$ cat src/rtl/lamp_seq_pkg.sv
// Shared definitions for the lamp sequencer: the state encoding that is also
// presented on the phase output, and small helpers that classify states.
package lamp_seq_pkg;

    localparam int PHASE_W = 3;

    // State encoding doubles as the external phase value.
    // Value 7 is not a legal state and is steered back to IDLE.
    typedef enum logic [PHASE_W-1:0] {
        S_IDLE = 3'd0,
        S_UP1  = 3'd1,
        S_DN1  = 3'd2,
        S_UP2  = 3'd3,
        S_DN2  = 3'd4,
        S_UP3  = 3'd5,
        S_DN3  = 3'd6
    } lamp_state_e;

    // True for states in which each step lights one more lamp.
    function automatic logic is_up_state(lamp_state_e s);
        return (s == S_UP1) || (s == S_UP2) || (s == S_UP3);
    endfunction

    // True for states in which each step turns one lamp off.
    function automatic logic is_dn_state(lamp_state_e s);
        return (s == S_DN1) || (s == S_DN2) || (s == S_DN3);
    endfunction

endpackage

$ cat src/rtl/lamp_sequencer_step_tick.sv
// Step prescaler: produces a one-cycle tick every STEP_DIV cycles while clr
// is low. Holding clr high parks the count at zero, so the first tick after
// clr drops lands exactly STEP_DIV cycles later.
module step_tick #(
    parameter int STEP_DIV = 1
) (
    input  logic clk,
    input  logic rst,
    input  logic clr,
    output logic tick
);

    localparam int PW = (STEP_DIV > 1) ? $clog2(STEP_DIV) : 1;
    localparam logic [PW-1:0] LAST = PW'(STEP_DIV - 1);
    localparam logic [PW-1:0] ONE  = PW'(1);

    logic [PW-1:0] pcnt;

    if (STEP_DIV < 1) begin : g_bad_div
        $fatal(1, "step_tick: STEP_DIV must be at least 1");
    end

    // Tick is suppressed while cleared so an idle sequencer never steps.
    assign tick = !clr && (pcnt == LAST);

    // Count cycles within the current step period, wrapping on each tick.
    always_ff @(posedge clk) begin
        if (rst || clr) begin
            pcnt <= '0;
        end else if (tick) begin
            pcnt <= '0;
        end else begin
            pcnt <= pcnt + ONE;
        end
    end

endmodule

$ cat src/rtl/lamp_sequencer.sv
// Lamp sequencer: drives a thermometer-coded lamp bar through the pattern
// up to MID_A, down to 0, up to MID_B, down to MID_A, up to N_LAMPS and back
// down to 0, one lamp per step. A flick in IDLE starts the sequence.
// Optional feature macro: LAMP_SEQ_KICKBACK_EN lets a flick on selected
// steps of UP2/UP3 throw the sequence back to an earlier descent.
module lamp_sequencer
    import lamp_seq_pkg::*;
#(
    parameter int N_LAMPS  = 16,
    parameter int MID_A    = 5,
    parameter int MID_B    = 10,
    parameter int STEP_DIV = 1
) (
    input  logic               clk,
    input  logic               rst,
    input  logic               flick,
    output logic [N_LAMPS-1:0] lamp,
    output logic               busy,
    output logic [2:0]         phase
);

    localparam int CW = $clog2(N_LAMPS + 1);
    localparam logic [CW-1:0] CNT_A   = CW'(MID_A);
    localparam logic [CW-1:0] CNT_B   = CW'(MID_B);
    localparam logic [CW-1:0] CNT_TOP = CW'(N_LAMPS);
    localparam logic [CW-1:0] CNT_ONE = CW'(1);

    lamp_state_e   state;
    lamp_state_e   state_next;
    logic [CW-1:0] cnt;
    logic [CW-1:0] cnt_next;
    logic          restart;
    logic          restart_next;
    logic          tick;
    logic          tick_clr;

    if (N_LAMPS < 3) begin : g_bad_n
        $fatal(1, "lamp_sequencer: N_LAMPS must be at least 3");
    end
    if (!(MID_A > 0 && MID_A < MID_B)) begin : g_bad_a
        $fatal(1, "lamp_sequencer: need 0 < MID_A < MID_B");
    end
    if (MID_B >= N_LAMPS) begin : g_bad_b
        $fatal(1, "lamp_sequencer: need MID_B < N_LAMPS");
    end
    if (STEP_DIV < 1) begin : g_bad_div
        $fatal(1, "lamp_sequencer: STEP_DIV must be at least 1");
    end

    // The prescaler only runs while a sequence is in progress, which also
    // restarts its period on every entry into UP1.
    assign tick_clr = (state == S_IDLE);

    step_tick #(
        .STEP_DIV (STEP_DIV)
    ) u_step_tick (
        .clk  (clk),
        .rst  (rst),
        .clr  (tick_clr),
        .tick (tick)
    );

    // State register; reset wins over everything else.
    always_ff @(posedge clk) begin
        if (rst) begin
            state   <= S_IDLE;
            cnt     <= '0;
            restart <= 1'b0;
        end else begin
            state   <= state_next;
            cnt     <= cnt_next;
            restart <= restart_next;
        end
    end

    // Step the count on ticks and pick the next state from the updated count.
    always_comb begin
        state_next   = state;
        cnt_next     = cnt;
        restart_next = 1'b0;

        if (tick && is_up_state(state)) begin
            cnt_next = cnt + CNT_ONE;
        end else if (tick && is_dn_state(state)) begin
            cnt_next = cnt - CNT_ONE;
        end

        case (state)
            S_IDLE: begin
                cnt_next = '0;
                if (flick || restart) begin
                    state_next = S_UP1;
                end
            end
            S_UP1: begin
                if (tick && cnt_next == CNT_A) begin
                    state_next = S_DN1;
                end
            end
            S_DN1: begin
                if (tick && cnt_next == '0) begin
                    state_next = S_UP2;
                end
            end
            S_UP2: begin
                if (tick && cnt_next == CNT_B) begin
                    state_next = S_DN2;
                end
`ifdef LAMP_SEQ_KICKBACK_EN
                if (tick && flick && (cnt_next == CNT_A || cnt_next == CNT_B)) begin
                    state_next = S_DN1;
                end
`endif
            end
            S_DN2: begin
                if (tick && cnt_next == CNT_A) begin
                    state_next = S_UP3;
                end
            end
            S_UP3: begin
                if (tick && cnt_next == CNT_TOP) begin
                    state_next = S_DN3;
                end
`ifdef LAMP_SEQ_KICKBACK_EN
                if (tick && flick && cnt_next == CNT_B) begin
                    state_next = S_DN2;
                end
`endif
            end
            S_DN3: begin
                if (tick && cnt_next == '0) begin
                    state_next   = S_IDLE;
                    restart_next = flick;
                end
            end
            default: begin
                state_next = S_IDLE;
                cnt_next   = '0;
            end
        endcase
    end

    // Thermometer decode: the low cnt bits are lit.
    always_comb begin
        lamp = ~({N_LAMPS{1'b1}} << cnt);
    end

    assign busy  = (state != S_IDLE);
    assign phase = state;

endmodule

$ cat config.mk
export PLATFORM = sky130hd
export DESIGN_NAME = lamp_sequencer
export DESIGN_NICKNAME = d
export VERILOG_FILES = /design/src/rtl/lamp_seq_pkg.sv /design/src/rtl/lamp_sequencer_step_tick.sv /design/src/rtl/lamp_sequencer.sv
export SDC_FILE = /design/constraint.sdc
export NUM_CORES = 1
export LEC_CHECK = 0
export CAP_MARGIN = 25
export CORE_MARGIN = 2
export CORE_UTILIZATION = 50
export DETAILED_ROUTE_END_ITERATION = 7
export HOLD_SLACK_MARGIN = 0.05
export PLACE_DENSITY = 0.91
export SLEW_MARGIN = 25
export SYNTH_ARGS = -nofsm -noshare
export SYNTH_HDL_FRONTEND = slang
export SYNTH_SLANG_ARGS = --single-unit
$ cat constraint.sdc
create_clock -name clk -period 3.4 [get_ports clk]
set_clock_uncertainty 0.15 [all_clocks]
set_input_delay 1.02 -clock clk [delete_from_list [all_inputs] [get_ports clk]]
set_output_delay 1.02 -clock clk [all_outputs]
set_load 0.05 [all_outputs]
* Word level (Yosys, flattened, before mapping)
Cells that the tools add are included.
** Operators by class
- Bitwise operators :: 5
- Shift operators :: 1
- Eq/ne operators :: 16
- Reduce and logical (&&, ||, !) cells :: 22
- Multiplexer cells :: 10
- Add/sub/neg operators :: 3
** Operators with widths (count)
- 3-bit two-way mux :: 7
- 3-bit one-hot mux with 7 select lines :: 1
- 16-bit NOT :: 1
- 16-bit by 5-bit << shifter with 16-bit output, first input constant :: 1
- 2-bit by 1-bit inequality test with 1-bit output, second input constant :: 6
- 5-bit two-way mux :: 2
- 3-bit == test, second input constant :: 3
- 1-bit logical AND :: 7
- 7-bit AND reduction :: 1
- 3-bit by 2-bit == test with 1-bit output, second input constant :: 2
- 1-bit logical OR :: 6
- 6-bit OR reduction :: 1
- 5-bit by 1-bit adder with 5-bit output, second input constant :: 1
- 5-bit by 3-bit == test with 1-bit output, second input constant :: 1
- 5-bit by 4-bit == test with 1-bit output, second input constant :: 1
- 5-bit == test, second input constant :: 1
- 5-bit zero test :: 1
- 5-bit by 1-bit subtractor with 5-bit output, second input constant :: 1
- 1-bit NOT :: 4
- 2-bit OR reduction :: 2
- 3-bit by 1-bit == test with 1-bit output, second input constant :: 1
- 3-bit zero test :: 1
- 3-bit nonzero test :: 1
- 3-bit OR reduction :: 1
- other kinds (3) :: 3
** Storage, ports and cells
- Register bits after elaboration :: 10
- Output and inout bits :: 20
- Logic and storage cells :: 61

* Longest topological paths before layout
- Depth in word-level cells :: 10
- Mapped depth :: 11

* Modules after synthesis
Synthesis repeated with hierarchy kept, for this count alone.
** Second synthesis, totals
- Cell total of the unflattened synthesis :: 138
- Area total of the unflattened synthesis :: 1051.0 sq um
** Modules (own cells, without submodules)
- lamp_sequencer :: area each 1023.5 sq um, times used 1, cells each 135
- step_tick :: area each 27.5 sq um, times used 1, cells each 3

* Worst setup path after synthesis
Ideal clock, no wire load.
- Kind :: register to output
- From :: reg state[2] (netlist: phase[2])
- To :: out busy
- Stages on the path, launching flop included :: 4
- Data arrival time :: 1.607 ns
- Required time :: 2.230 ns
- Path slack :: 0.623 ns
- Buffers on the path :: 2
- Path through :: dfxtp_1 -> buf_2 -> clkbuf_1 -> or3_1
** On the way
- Cells in the longest elaborated chain, start to end :: 1
** Ends and longest elaborated chain
- from (decl) :: RTL line lamp_sequencer.sv:28 : lamp_state_e state;
- from (signal assigned) :: RTL line lamp_sequencer.sv:70 : state <= state_next;
- 3-bit nonzero test :: RTL line lamp_sequencer.sv:148 : assign busy = (state != S_IDLE);
- to (decl) :: RTL line lamp_sequencer.sv:18 : output logic busy,
Every way passes these cells.

* Final worst setup path
- From :: reg state[1] (netlist: phase[1])
- To :: out busy
Same word-level chain as after synthesis.

==> flow_summary.ini <==
[run_status]
outcome = complete, no violations

[yosys]
synth_edf_count = 0
netlist_area_um2 = 1070
ys_seq_area_frac = 0.186
syn_area_per_cell_um2 = 7.51
synth_cell_types = 49
synth_fp_nets = 152
yosysWarningCount = 0
synth_mux_area_frac = 0.00932
yosys.area_share.simple = 0.336
synth_compound_area_frac = 0.288
synthFlopType = dfxtp_1
synth_cells = 143
synthXorXnorAreaFrac = 0.00816
synth-adder-area-share = 0.0699
async_flop_share = 0
synth_top_family_by_area = simple AND/OR/NAND/NOR gates
ys_seq_elements = 10

[worst_setup_path]
critical_path_arrival_ns = 2.04
rr_endpoint = phase[1]
required_ns = 2.23
worstSetupStartpointType = flop
critPathMaxFanout = 20
criticalPathCategory = reg2out
critPathMaxStageDelay_ns = 0.80
rr_startpoint = cnt[0]
path_buf_inv = 1
crit_path_end_kind = output port
reg2reg_depth = 10
reg2reg_setup_slack_ns = 0.30
worstPathCellList = or3_1 > clkdlybuf4s50_1
crit_family = buffers and inverters
cpMaxStageDelayCell = clkdlybuf4s50_1

[timing]
holdWs_ns = 0.508
hold_violations = 0
finalSetupTns_ns = 0
period_needed_ns = 3.21
worst_slew_pin_slew_ns = 0.645
rsz0062_at_grt = false
finalCritPeriodShare = 0.943
timing.fmax_ghz = 0.312
slew_headroom = 0.569
drv_slew = 0
finalSetupViolations = 0

[cells_and_area]
multi_input_area_um2 = 767
diodes = 0
n_fill_cell = 183
layout_commonest_cell = clkdlybuf4s50_1
stdcell_count = 186
nets = 169
regArea_um2 = 200
final_core_util = 0.654
areaGrowthSynthToFinish_pct = 21.9
final_cell_mix = 14 x clkdlybuf4s50_1, 11 x inv_1, 10 x nor2_1, 10 x a21oi_1, 10 x dfxtp_1
drive_gt1_frac = 0.157

[clock_tree]
cts-htree-levels = 1
root_buffer = clkbuf_4
clock_sinks = 10
clk_path_buf_depth = 2
worstSkewPairLatency_ns = 0.28
path_clk_slew_ns = 0.07
cts_buffers = 3
cts_tree = done
holdBufCountCts = 0

[global_routing]
grt_max_degree = 21
grtUsageTotal = 0.235
overflow = 0
grt_pass1_vias = 1024
grt_pass1_wl_mm = 4.60
antenna_found_initial = 0

[floorplanning]
dieWidth_um = 50.3
die_area_um2 = 2530
core_um2 = 2000
initial_core_util = 0.536
row_count = 16
die_h_um = 50.3
ios = 23

[placement]
io_buffers = 22
place_hpwl_mm = 2.13
place_inst = 182
gp_congestion = 0.865

[drt]
via_count = 1104
ant_nets = 0
drt_iter0_drc = 42
post_drt_wl_per_cell_um = 15.1
firstDrtPassIters = 4
vias_per_cell = 5.94
drt_wl_total_mm = 2.81
drc = 0

[worst_hold_path]
hold_depth = 2
hp-class = reg2reg
holdPathEnd = cnt[0]
hold_path_startpoint = u_step_tick.pcnt

[power_and_ir_drop]
p_leak_nw = 0.658
vdd_ir_drop_max_uv = 460
cellPowerDensity_nw_per_um2 = 606

[job]
maxCapViolCount = 0
==> flip-flops by register name, summed over array words and instances, names as in the netlist <==
register	count
cnt	5
phase	3
restart	1
u_step_tick.pcnt	1
==> tightest hold or removal path: stages (launching register included) <==
cell and delay (ns):
dfxtp_1 0.40, xor2_1 0.17, nor2_1 0.05
==> power by group <==
group          internal (mW)  switching, mW
clock network         0.0652         0.0462
registers              0.133         0.0555
logic                  0.190          0.304
==> final cells by class <==
type                            count  area share
Inverter                           11      0.0315
Timing Repair Buffer               24       0.176
Sequential cell                    10       0.153
Multi-Input combinational cell    110       0.586
Clock buffer                        4      0.0277
Tap cell                           27      0.0258
==> metrics by stage <==
stage                     power [mW]  instance area [µm²]  setup WS, ns
after floorplan                0.562                 1070         0.623
after global placement         0.663                 1260         0.409
after detailed placement       0.678                 1260         0.368
after CTS                      0.791                 1300        0.0660
after global routing           0.845                 1310        0.0614
final                          0.793                 1310         0.194
==> worst max-delay path by stage <==
| stage | start | end | slack, ns | cells past startpoint |
|---|---|---|---|---|
| 2_1_floorplan | phase[2] | busy | 0.62 | 3 |
| 3_3_place_gp | cnt[0] | lamp[6] | 0.41 | 4 |
| 3_5_place_dp | cnt[0] | lamp[6] | 0.37 | 4 |
| 4_1_cts | cnt[0] | lamp[6] | 0.07 | 4 |
| 5_1_grt | phase[1] | busy | 0.06 | 2 |
| 6_report | phase[1] | busy | 0.19 | 2 |
==> routing by layer <==
layer  vias up  share of wire  wire [µm]  track usage
met2        40           0.52       1460        0.419
met4         0         0.0029          8       0.0270
li1        540              -          -            -
met5         -              0          0            0
met3         2          0.061        170       0.0655
met1       522           0.42       1170        0.289
==> kinds of logic after synthesis <==
| family | after synthesis |
|---|---|
| simple gates | 61 |
| compound gates | 40 |
| buf+inv | 23 |
| flops | 10 |
| fa+ha+maj | 6 |
| other cells | 1 |
| xor+xnor | 1 |
| mux | 1 |
==> cell usage after synthesis, types with 2 or more instances <==
cell,count,share of area
or3_1,3,0.017
nand2b_1,3,0.017
nor2b_1,4,0.023
and3_1,3,0.017
nor3b_1,2,0.014
clkbuf_1,3,0.010
or3_4,2,0.021
buf_2,7,0.033
and2_1,2,0.012
nor4b_1,2,0.016
a21o_1,5,0.035
nand3_1,7,0.033
inv_1,11,0.038
and3b_1,2,0.016
dfxtp_1,10,0.19
nand2_1,9,0.031
a21oi_1,10,0.047
nand4_1,2,0.012
o21ai_0,8,0.037
o31ai_1,2,0.014
nor2_1,10,0.035
nor3_1,4,0.019
ha_1,6,0.070
==> timing repair <==
action                     CTS  global route
gates resized for setup      0             3
buffers inserted             0             0
setup endpoints to repair    0             3
No activity file was read; power rests on OpenSTA's default activity.
